[src/rtl/core_package.sv]
// rtl/core_package.sv - shared CSR addresses, trap sequencer states and mstatus helpers
package core_package;

    typedef enum logic [11:0] {
        CSR_NONE    = 12'h000,
        CSR_MSTATUS = 12'h300,
        CSR_MTVEC   = 12'h305,
        CSR_MEPC    = 12'h341,
        CSR_MCAUSE  = 12'h342,
        CSR_MTVAL   = 12'h343
    } csr_e;

    typedef enum logic [2:0] {
        IDLE,
        T_MEPC,
        T_MCAUSE,
        T_MTVAL,
        T_MSTATUS,
        T_JUMP,
        M_MSTATUS,
        M_JUMP
    } trap_seq_state_e;

    localparam int MSTATUS_MIE    = 3;
    localparam int MSTATUS_MPIE   = 7;
    localparam int MSTATUS_MPP_HI = 12;
    localparam int MSTATUS_MPP_LO = 11;

    // Trap entry: stash MIE into MPIE, disable interrupts, previous privilege = M.
    function automatic logic [31:0] mstatus_on_trap(input logic [31:0] ms);
        logic [31:0] r;
        r = ms;
        r[MSTATUS_MPIE] = ms[MSTATUS_MIE];
        r[MSTATUS_MIE]  = 1'b0;
        r[MSTATUS_MPP_HI:MSTATUS_MPP_LO] = 2'b11;
        return r;
    endfunction

    // Trap return: restore MIE from MPIE, re-arm MPIE, previous privilege stays M.
    function automatic logic [31:0] mstatus_on_mret(input logic [31:0] ms);
        logic [31:0] r;
        r = ms;
        r[MSTATUS_MIE]  = ms[MSTATUS_MPIE];
        r[MSTATUS_MPIE] = 1'b1;
        r[MSTATUS_MPP_HI:MSTATUS_MPP_LO] = 2'b11;
        return r;
    endfunction

endpackage

[src/rtl/csr_trap_vec.sv]
// rtl/csr_trap_vec.sv - trap vector target from mtvec and the captured cause
module csr_trap_vec (
    input  logic [31:0] mtvec_i,
    input  logic        interrupt_i,
    input  logic [29:0] code_i,
    output logic [31:0] vec_pc_o
);

    logic [31:0] w_base;
    logic        w_vectored;

    assign w_base     = {mtvec_i[31:2], 2'b00};
    assign w_vectored = (mtvec_i[1:0] == 2'b01) && interrupt_i;

    // Vectored mode offsets interrupts by 4*code; code bit 30 shifts out of the 32-bit result.
    always_comb begin
        vec_pc_o = w_base;
        if (w_vectored) begin
            vec_pc_o = w_base + {code_i, 2'b00};
        end
    end

endmodule

[src/rtl/csr_trap_seq.sv]
// rtl/csr_trap_seq.sv - sequences trap entry / mret CSR updates over the single CSR write port
module csr_trap_seq
    import core_package::*;
(
    input  logic        clk,
    input  logic        reset,
    input  logic        instr_req_i,
    input  csr_e        instr_addr_i,
    input  logic [31:0] instr_data_i,
    output logic        instr_gnt_o,
    input  logic        trap_req_i,
    input  logic [31:0] trap_cause_i,
    input  logic [31:0] trap_pc_i,
    input  logic [31:0] trap_tval_i,
    input  logic        mret_req_i,
    output logic        trap_gnt_o,
    output logic        mret_gnt_o,
    input  logic [31:0] mstatus_i,
    input  logic [31:0] mtvec_i,
    input  logic [31:0] mepc_i,
    output logic        csr_we_o,
    output csr_e        csr_waddr_o,
    output logic [31:0] csr_wdata_o,
    output logic        redirect_o,
    output logic [31:0] redirect_pc_o,
    output logic        busy_o
);

    trap_seq_state_e r_state;
    trap_seq_state_e w_next;
    logic [31:0]     r_cause;
    logic [31:0]     r_pc;
    logic [31:0]     r_tval;
    logic            w_take_trap;
    logic [31:0]     w_vec_pc;
    logic            w_unused_ok;

    // The low pc bits are dropped when mepc is written (aligned), so they are never read.
    assign w_unused_ok = ^r_pc[1:0] ^ r_cause[30];

    csr_trap_vec u_vec (
        .mtvec_i     (mtvec_i),
        .interrupt_i (r_cause[31]),
        .code_i      (r_cause[29:0]),
        .vec_pc_o    (w_vec_pc)
    );

    // State register; reset abandons any sequence in flight.
    always_ff @(posedge clk or negedge reset) begin
        if (!reset) begin
            r_state <= IDLE;
        end else begin
            r_state <= w_next;
        end
    end

    // Capture trap info at acceptance so later requester changes cannot leak in.
    always_ff @(posedge clk or negedge reset) begin
        if (!reset) begin
            r_cause <= 32'h0;
            r_pc    <= 32'h0;
            r_tval  <= 32'h0;
        end else if (w_take_trap) begin
            r_cause <= trap_cause_i;
            r_pc    <= trap_pc_i;
            r_tval  <= trap_tval_i;
        end
    end

    // Arbitration, next state and the write/redirect outputs; everything forced low in reset.
    always_comb begin
        w_next        = r_state;
        w_take_trap   = 1'b0;
        instr_gnt_o   = 1'b0;
        trap_gnt_o    = 1'b0;
        mret_gnt_o    = 1'b0;
        csr_we_o      = 1'b0;
        csr_waddr_o   = CSR_NONE;
        csr_wdata_o   = 32'h0;
        redirect_o    = 1'b0;
        redirect_pc_o = 32'h0;
        busy_o        = (r_state != IDLE);
        case (r_state)
            IDLE: begin
                if (trap_req_i) begin
                    trap_gnt_o  = 1'b1;
                    w_take_trap = 1'b1;
                    w_next      = T_MEPC;
                end else if (mret_req_i) begin
                    mret_gnt_o = 1'b1;
                    w_next     = M_MSTATUS;
                end else if (instr_req_i) begin
                    instr_gnt_o = 1'b1;
                    csr_we_o    = 1'b1;
                    csr_waddr_o = instr_addr_i;
                    csr_wdata_o = instr_data_i;
                end
            end
            T_MEPC: begin
                csr_we_o    = 1'b1;
                csr_waddr_o = CSR_MEPC;
                csr_wdata_o = {r_pc[31:2], 2'b00};
                w_next      = T_MCAUSE;
            end
            T_MCAUSE: begin
                csr_we_o    = 1'b1;
                csr_waddr_o = CSR_MCAUSE;
                csr_wdata_o = r_cause;
                w_next      = T_MTVAL;
            end
            T_MTVAL: begin
                csr_we_o    = 1'b1;
                csr_waddr_o = CSR_MTVAL;
                csr_wdata_o = r_tval;
                w_next      = T_MSTATUS;
            end
            T_MSTATUS: begin
                csr_we_o    = 1'b1;
                csr_waddr_o = CSR_MSTATUS;
                csr_wdata_o = mstatus_on_trap(mstatus_i);
                w_next      = T_JUMP;
            end
            T_JUMP: begin
                redirect_o    = 1'b1;
                redirect_pc_o = w_vec_pc;
                w_next        = IDLE;
            end
            M_MSTATUS: begin
                csr_we_o    = 1'b1;
                csr_waddr_o = CSR_MSTATUS;
                csr_wdata_o = mstatus_on_mret(mstatus_i);
                w_next      = M_JUMP;
            end
            M_JUMP: begin
                redirect_o    = 1'b1;
                redirect_pc_o = mepc_i;
                w_next        = IDLE;
            end
            default: begin
                w_next = IDLE;
            end
        endcase
        if (!reset) begin
            w_next        = IDLE;
            w_take_trap   = 1'b0;
            instr_gnt_o   = 1'b0;
            trap_gnt_o    = 1'b0;
            mret_gnt_o    = 1'b0;
            csr_we_o      = 1'b0;
            csr_waddr_o   = CSR_NONE;
            csr_wdata_o   = 32'h0;
            redirect_o    = 1'b0;
            redirect_pc_o = 32'h0;
            busy_o        = 1'b0;
        end
    end

endmodule

[config.mk]
export PLATFORM = sky130hd
export DESIGN_NAME = csr_trap_seq
export DESIGN_NICKNAME = d
export VERILOG_FILES = /design/src/rtl/core_package.sv /design/src/rtl/csr_trap_vec.sv /design/src/rtl/csr_trap_seq.sv
export SDC_FILE = /design/constraint.sdc
export NUM_CORES = 1
export LEC_CHECK = 0
export ABC_AREA = 1
export BUFFER_PORTS_ARGS = -buffer_cell sky130_fd_sc_hd__buf_2
export CAP_MARGIN = 15
export CORE_MARGIN = 1.5
export CORE_UTILIZATION = 35
export DETAILED_ROUTE_END_ITERATION = 12
export GPL_TIMING_DRIVEN = 0
export PLACE_DENSITY_LB_ADDON = 0.05
export RECOVER_POWER = 100
export SETUP_SLACK_MARGIN = 0.1
export SYNTH_ARGS = -nofsm -noshare
export SYNTH_HDL_FRONTEND = slang
export SYNTH_HIERARCHICAL = 1
export SYNTH_SLANG_ARGS = --single-unit
[constraint.sdc]
create_clock -name clk -period 2 [get_ports clk]
set_input_delay 0.2 -clock clk [delete_from_list [all_inputs] [get_ports clk]]
set_output_delay 0.2 -clock clk [all_outputs]
set_load 0.1 [all_outputs]
**Word level (Yosys, flattened, before mapping)**

Index checks and enable logic that the tools add are counted.

- Logic and storage cells: 54
- Register bits after elaboration: 99
- Output and inout port bits: 82

- Reduce and logical (&&, ||, !) cells: 6
- Mux-type cells: 34
- Add/sub/neg operators: 1
- Eq/ne operators: 9

Operator list:

| cell | count |
|---|---|
| 32-bit 2-to-1 mux | 6 |
| 32-bit case mux with 6 select lines | 1 |
| 32-bit case mux with 2 select lines | 1 |
| 12-bit case mux with 5 select lines | 1 |
| 12-bit 2-to-1 mux | 4 |
| 32-bit adder | 1 |
| 3-bit case mux with 7 select lines | 1 |
| 1-bit 2-to-1 mux | 16 |
| 3-bit equality test, second input constant | 4 |
| 3-bit 2-to-1 mux | 3 |
| 3-bit by 2-bit equality test with 1-bit output, second input constant | 2 |
| 5-bit OR reduction | 1 |
| 4-bit inequality test, second input constant | 1 |
| 2-bit OR reduction | 2 |
| 3-bit by 1-bit equality test with 1-bit output, second input constant | 1 |
| 3-bit zero test | 1 |
| 3-bit nonzero test | 1 |
| 2-bit by 1-bit equality test with 1-bit output, second input constant | 1 |
| 1-bit case mux with 2 select lines | 1 |
| 1-bit logical AND | 1 |

**Longest topological paths before layout**

Gate-level depths: netlist of run 1.

- Depth after elaboration: 5
- Mapped depth: 14

**By module**

Netlist of run 1, hierarchy kept.

By module, submodules not included:

| module | cells an instance | area an instance (um^2) | sequential area each (um^2) | times used |
|---|---|---|---|---|
| csr_trap_seq | 956 | 5995.8 | 2427.3 | 1 |
| csr_trap_vec | 523 | 2509.9 | 0.0 | 1 |

**Least setup slack after synthesis of run 1**

OpenSTA, ideal clock, no wires.

- Path kind: register to output
- From: register r_state[0]
- To: output port csr_waddr_o[11]
- Setup slack: -2117 ps
- Cell stages (with the launch flop): 5
- Data arrival time: 3917 ps
- Cell sequence: dfrtp_1 buf_2 nand2_2 nand2_1 nor4b_1

- Word-level cells in the longest chain between the ends: 4
- Elaborated cells between the ends (all ways): 9

Ends and longest elaborated chain:

| element | line | source |
|---|---|---|
| start: declaration | csr_trap_seq.sv:29 | `trap_seq_state_e r_state;` |
| start signal: assignment | csr_trap_seq.sv:53 | `r_state <= w_next;` |
| 3-bit equality test | csr_trap_seq.sv:83 | `case (r_state)` |
| 2-bit OR reduction (no source line) | -- |  |
| 12-bit case mux with 5 select lines (*) | csr_trap_seq.sv:83 |  |
| 12-bit 2-to-1 mux (*) | csr_trap_seq.sv:143 | `if (!reset) begin` |
| end: declaration | csr_trap_seq.sv:22 | `output csr_e csr_waddr_o,` |

Every way passes the cells marked *; elsewhere a longest branch is shown, timed or not.

**Worst setup path after layout of run 1**

- From: register r_cause[9]
- To: output port redirect_pc_o[24]

- Word-level cells in the longest chain between the ends: 4

Ends and longest elaborated chain:

| element | line | source |
|---|---|---|
| start: declaration | csr_trap_seq.sv:31 | `logic [31:0] r_cause;` |
| start signal: assignment | csr_trap_seq.sv:64 | `r_cause <= trap_cause_i;` |
| 32-bit adder | csr_trap_vec.sv:19 | `vec_pc_o = w_base + {code_i, 2'b00};` |
| 32-bit 2-to-1 mux | csr_trap_vec.sv:18 | `if (w_vectored) begin` |
| via w_vec_pc[24] | csr_trap_seq.sv:35 | `logic [31:0] w_vec_pc;` |
| 32-bit case mux with 2 select lines | csr_trap_seq.sv:83 |  |
| 32-bit 2-to-1 mux | csr_trap_seq.sv:143 |  |
| end: declaration | csr_trap_seq.sv:25 | `output logic [31:0] redirect_pc_o,` |

The timed path passes the listed nets, and every way through them passes these cells.

==> metrics.md, run 1 <==
| Metric | Value |
|---|---|
| Final setup margin | -786 ps |
| Post-synthesis xor/xnor area fraction | 1.44% |
| Clock sinks | 97 |
| Area Growth Syn to Fin | 84.4% |
| Outcome | finished, violations left |
| Full die area | 25,200 sq um |
| Peak Freq | 0.359 GHz |
| Vias in the first global route | 10,568 |
| Met2 routed WL | 19,600 um |
| Combinational family with the most area after synthesis | simple AND/OR/NAND/NOR gates |
| Syn Inst Count | 1,479 |
| Overflow after GRT | 0 |
| Crit path kind | reg -> out |
| Starting DRT DRC Count | 586 |
| VDD IR max | 0.828 mV |
| Worst-Margin Slew | 936 ps |
| Die H | 159 um |
| Depth of the worst register-to-register path | 9 |
| Max Cap Viol | 0 |
| Syn avg cell area | 5.75 sq um |
| Global-route total usage across every layer | 28.4% |
| Async set or reset register ratio after synthesis | 100% |
| Global-route wire length before repair | 56,300 um |
| Most common cell after layout, fill and taps aside | nand2_1 |
| Seq cells post-synth | 97 |
| Most frequent cells in the layout | nand2_1 (613), buf_2 (251), nand2_2 (96), inv_1 (95), buf_12 (86) |
| CTS root buf | clkbuf_16 |
| Hold Crit Class | in -> reg |
| Hold Path Cell Cnt | 3 |
| Initial antenna violation count | 7 |
| Post-Route WL | 38,500 um |
| CTS Buffer Depth | 2 |
| Post-layout min period | 2790 ps |
| Adder-Cell Fraction of Synth Area | 4.50% |
| Avg WL per Cell | 17.2 um |
| CP arrival | 2590 ps |
| Simple-gate share of the synthesized area | 51.4% |
| Placed wire-length estimate | 28,200 um |
| Number of vias per cell | 4.90 |
| Skew final | 5.33 ps |
| Nets@finish | 2,180 |
| Max transition margin | 37.4% |
| H-tree lvl count | 3 |
| Number of synthesized flops with an enable pin | 0 |
| Critical Path Fanout Max | 3 |
| Met1 Wirelength | 15,600 um |
| Highest Signal Layer | met5 |
| Final period utilization | 139% |
| Placed cells | 2,119 |
| Max-slew violations | 0 |
| Met3 routed WL | 2030 um |
| Design Area, Final | 15,700 sq um |
| TritonCTS Buffers | 9 |
| Complex-gate fraction of the synthesized area | 4.82% |
| Core Area | 23,700 sq um |
| Total Power | 20.1 mW |
| Initial Utilization | 35.9% |
| Worst-Skew Late Latency | 350 ps |
| RSZ-0062 raised after global routing | yes |
| Crit path capture type | output port |
| Mux cell area share after synthesis | 0% |
| Clock Pin Slew Worst Setup and Hold Paths | 70 ps |
| 1st-pass router iterations | 7 |
| Final GP Congestion | 0.926 |
| Top FF cell, synth | dfrtp_1 |
| Kind of start point of the critical path | register |
| Endpoints failing hold | 0 |
| Largest net degree at the start of global routing | 58 |
| Post-DRT Antenna Nets | 0 |
| Final non-filler cell total | 2,239 |
| PD cells | 1280 nW/um^2 |
| Area after DPL | 11,700 sq um |
| Final setup fails | 162 |
| Chip width | 159 um |
| Sequential-to-total area share from yosys stat | 28.5% |
| DRC viols | 0 |
| Violated checks | negative setup slack |
| Cell variety after synth | 31 |
| Leak | 7.76 nW |
| Row cnt | 56 |
| IO Pins | 323 |
| DP Worst Slack | -1200 ps |
| Synthesized area | 8510 sq um |
| Share of layout cells above drive strength 1 | 46.7% |
| PortBufs | 316 |
| YS warnings | 6 |
| Vias | 10,980 |
| WP data required | 1800 ps |
| CTS tree | done |
## logic make-up after synthesis
| logic type | count (synthesis) |
|---|---|
| and+or+nand+nor | 1070 |
| buffers and inverters | 189 |
| other | 1 |
| DFF | 97 |
| AOI/OAI and AO/OA | 78 |
| adders and majority gates | 30 |
| xor gates and xnor gates | 14 |
## Yosys cell counts (3+ instances only)
cell,instances,area [sq um]
nand2_1,744,2790
nor2_1,121,454
nand3_1,113,566
inv_1,103,387
dfrtp_1,97,2430
a21oi_1,55,275
buf_2,36,180
nor3_1,34,170
nand4_1,32,200
clkbuf_1,31,116
ha_1,29,363
xnor2_1,14,123
buf_4,8,60.1
nor2_2,8,50.1
o21ai_0,8,40.0
o21ai_1,7,35.0
inv_2,6,22.5
nand2_2,6,37.5
nand3b_1,4,30.0
buf_1,3,11.3
nand3_2,3,30.0
o21bai_1,3,22.5
## path summary, 6_finish.rpt
| kind | start | end | slack [ps] |
|---|---|---|---|
| worst max-delay path | r_cause[9]$_DFFE_PN0P_ | redirect_pc_o[24] | -790 |
| worst min-delay path | trap_cause_i[3] | r_cause[3]$_DFFE_PN0P_ | 30 |
| worst max register to register | r_state[2]$_DFFE_PN0P_ | r_pc[29]$_DFFE_PN0P_ | -240 |
| worst min register to register | r_tval[13]$_DFFE_PN0P_ | r_tval[13]$_DFFE_PN0P_ | 480 |
| max in group asynchronous | reset | r_cause[13]$_DFFE_PN0P_ | 130 |
| min in group asynchronous | reset | r_cause[21]$_DFFE_PN0P_ | 920 |
## report_power, final
group	total (mW)	internal, mW	switching, mW
clock	1.86	1.05	0.811
sequential	3.72	2.90	0.825
combinational	14.5	5.87	8.63
## critical path: stages (launching register included)
cell and delay, ps:
dfrtp_2 450, ha_4 250, buf_12 140, nand2_8 90, inv_4 40, a21oi_4 220
buf_6 130, o21bai_1 60, nand2_1 90, nand3_1 70, nand2_1 80, nand3_2 60
nand2_2 90, nand2_2 70, a21oi_4 180, buf_12 190
## routing by layer
layer	global-route usage, %	vias to the layer above
li1	-	5495
met1	35.1	5011
met2	50.5	392
met3	3.74	78
met4	9.31	4
met5	0	-
## area by class of cell
type / instances / area [sq um]
tap: 319 / 399
clock inverter: 5 / 61.3
inverter: 111 / 442
timing repair buffer: 418 / 3800
multi-input combinational: 1194 / 7630
antenna: 6 / 15.0
sequential: 97 / 2440
clock buffer: 11 / 253
buffer: 78 / 643
fill: 2094 / 8000
## stage by stage
| step | setup TNS (ps) | hold WS, ps | utilization [%] |
|---|---|---|---|
| after floorplan | -7220 | -95.6 | - |
| after global placement | -345870 | 394 | 49.2 |
| after detailed placement | -86080 | 329 | 49.6 |
| after CTS | -23410 | 30.1 | 62.0 |
| after global routing | -72640 | 36.5 | 66.2 |
| final | -53790 | 34.2 | 66.2 |
## what timing repair did
item | CTS | global route
hold endpoints to repair | 57 | 0
pin swaps | 66 | 113
setup buffers | 65 | 27
hold buffers | 3 | 0
endpoints found under the setup margin | 153 | 84
gates resized for setup | 562 | 226
gates cloned | 2 | 1
## registers in the layout, indices dropped and copies added, names as in the netlist
name,flops
r_cause,32
r_pc,30
r_state,3
r_tval,32
No activity file was read; power rests on OpenSTA's default activity.
==> inputs of run 2 (changes only) <==
--- a/config.mk
+++ b/config.mk
@@ -6,12 +6,13 @@
 export NUM_CORES = 1
 export LEC_CHECK = 0
 export ABC_AREA = 1
-export BUFFER_PORTS_ARGS = -buffer_cell sky130_fd_sc_hd__buf_2
 export CAP_MARGIN = 15
 export CORE_MARGIN = 1.5
 export CORE_UTILIZATION = 35
 export DETAILED_ROUTE_END_ITERATION = 12
+export DONT_BUFFER_PORTS = 1
 export GPL_TIMING_DRIVEN = 0
+export HOLD_SLACK_MARGIN = 0.05
 export PLACE_DENSITY_LB_ADDON = 0.05
 export RECOVER_POWER = 100
 export SETUP_SLACK_MARGIN = 0.1
==> metrics.md, run 2 (same netlist as run 1, synthesis figures left out) <==
| Metric | Value |
|---|---|
| Outcome | finished, violations left |
| Violated checks | negative hold slack, negative setup slack |
| Avg WL per Cell | 18.4 um |
| Global-route wire length before repair | 56,500 um |
| Most frequent cells in the layout | nand2_1 (570), nand2_2 (111), inv_1 (96), dlygate4sd3_1 (93), dfrtp_1 (81) |
| Clock Pin Slew Worst Setup and Hold Paths | 70 ps |
| H-tree lvl count | 3 |
| Switch Pwr | 10.1 mW |
| Area Growth Syn to Fin | 66.4% |
| Max-slew violations | 0 |
| CP arrival | 2820 ps |
| Global-route total usage across every layer | 28.4% |
| CTS Buffer Depth | 2 |
| Starting DRT DRC Count | 533 |
| Initial Utilization | 35.9% |
| Kind of start point of the critical path | register |
| PortBufs | 0 |
| Max transition margin | 21.8% |
| CTS root buf | clkbuf_16 |
| Crit path capture type | output port |
| R2R Setup Slk | -260 ps |
| Post-DRT Antenna Nets | 0 |
| Nets@finish | 1,956 |
| TritonCTS Buffers | 9 |
| IO Pins | 323 |
| WP data required | 1800 ps |
| Post-layout min period | 3020 ps |
| Switching Fraction | 53.6% |
| P_int | 8.75 mW |
| Crit path kind | reg -> out |
| Regs by FF count | r_cause (32), r_tval (32), r_pc (30) |
| Initial antenna violation count | 0 |
| Chip width | 159 um |
| Endpoints failing hold | 97 |
| Post-Route WL | 37,000 um |
| Critical Path Fanout Max | 4 |
| RSZ-0062 raised after global routing | yes |
| Total Power | 18.8 mW |
| Share of layout cells above drive strength 1 | 36.9% |
| DRC viols | 0 |
| Row cnt | 56 |
| Final setup fails | 133 |
| Largest net degree at the start of global routing | 103 |
| VDD IR max | 0.613 mV |
| Max Cap Viol | 0 |
| Full die area | 25,200 sq um |
| Most common cell after layout, fill and taps aside | nand2_1 |
| Final GP Congestion | 0.910 |
| Overflow after GRT | 0 |
| Worst-Skew Late Latency | 350 ps |
| Reg power frac | 19.9% |
| CTS tree | done |
| Clock power frac | 8.8% |
| Final setup margin | -1020 ps |
| Placed wire-length estimate | 27,300 um |
| 1st-pass router iterations | 5 |
| Final period utilization | 151% |
| Skew final | 9.43 ps |
| Clock sinks | 97 |
| Core Area | 23,700 sq um |
| Die H | 159 um |
| Cts hold-fix bufs | 93 |
| Vias | 10,223 |
| Leak | 6.80 nW |
| Peak Freq | 0.331 GHz |
| Hold_ws | -460 ps |
| Hold Crit Class | in -> async |
| Vias in the first global route | 10,356 |
| PD cells | 1330 nW/um^2 |
| Logic pwr share | 71.2% |
| Number of vias per cell | 5.09 |
| ANT cells | 0 |
| Worst-Margin Slew | 1170 ps |
[run 2: changes by cell type in the layout (fill, tap and decap cells not counted), sizes merged, moves of 2 or more]
| cell | previous run | this run |
|---|---|---|
| buf | 458 | 144 |
| clkinv | 5 | 7 |
| diode | 6 | 0 |
| dlygate4sd3 | 2 | 93 |
[run 2: power by group through the flow]
stage          sequential [mW]  clock, mW  combinational, mW
2_1_floorplan             3.42          0               7.82
3_3_place_gp              3.68          0               9.37
3_5_place_dp              3.68          0               9.44
4_1_cts                   3.62       1.69               12.0
5_1_grt                   3.87       1.78               14.4
6_report                  3.75       1.66               13.4
[run 2: metal layers]
layer	track usage [%]	up-vias	routed length, um	share of wire, %
met3	5.36	83	2320	6.3
met2	51.1	345	18700	50
met5	0	-	0	0
met1	33.5	4772	14600	39
li1	-	5023	-	-
met4	10.1	0	1420	3.8
[run 2: final timing paths]
path / cells past startpoint / startpoint / endpoint
max in group asynchronous: 0 / reset / r_cause[18]$_DFFE_PN0P_
min in group clk: 2 / trap_tval_i[0] / r_tval[0]$_DFFE_PN0P_
hold / removal: 0 / reset / r_pc[6]$_DFFE_PN0P_
setup reg to reg: 9 / r_state[0]$_DFFE_PN0P_ / r_state[2]$_DFFE_PN0P_
hold reg to reg: 2 / r_tval[16]$_DFFE_PN0P_ / r_tval[16]$_DFFE_PN0P_
setup / recovery: 11 / r_cause[0]$_DFFE_PN0P_ / redirect_pc_o[14]
[run 2: stage by stage]
stage	cells	area (sq um)	setup slack (ps)	util, %	TNS, ps
3_5_place_dp	1803	10100	-763	42.8	-23440
5_1_grt	2009	14200	-1100	59.8	-74470
6_report	2009	14200	-1020	59.8	-60690
4_1_cts	1985	13100	-1010	55.2	-40370
2_1_floorplan	1480	9670	-423	-	-7220
3_3_place_gp	1799	10100	-852	42.5	-35580
[run 2: critical path, stage by stage, from the launching register on]
cell and delay [ps]:
dfrtp_1 420, ha_4 180, fa_2 380, nand3_2 110, nand3_4 100, nand3_4 80, nand3_4 110, buf_4 160
xnor2_1 110, o21ai_1 120, nand2_1 100, a21oi_4 590
[run 2: layout make-up]
type / count / area (sq um)
Multi-Input combinational cell: 1194 / 7940
Timing Repair Buffer: 195 / 2040
Tap cell: 319 / 399
Clock inverter: 6 / 43.8
Clock buffer: 10 / 229
Fill cell: 2273 / 9530
Buffer: 77 / 609
Inverter: 111 / 444
Sequential cell: 97 / 2450
[run 2: repair_timing]
action	CTS	global route
pin swaps	123	157
cloned	11	2
setup endpoints to repair	93	82
hold endpoints to repair	190	97
resized for setup	311	263
buffers inserted	62	25
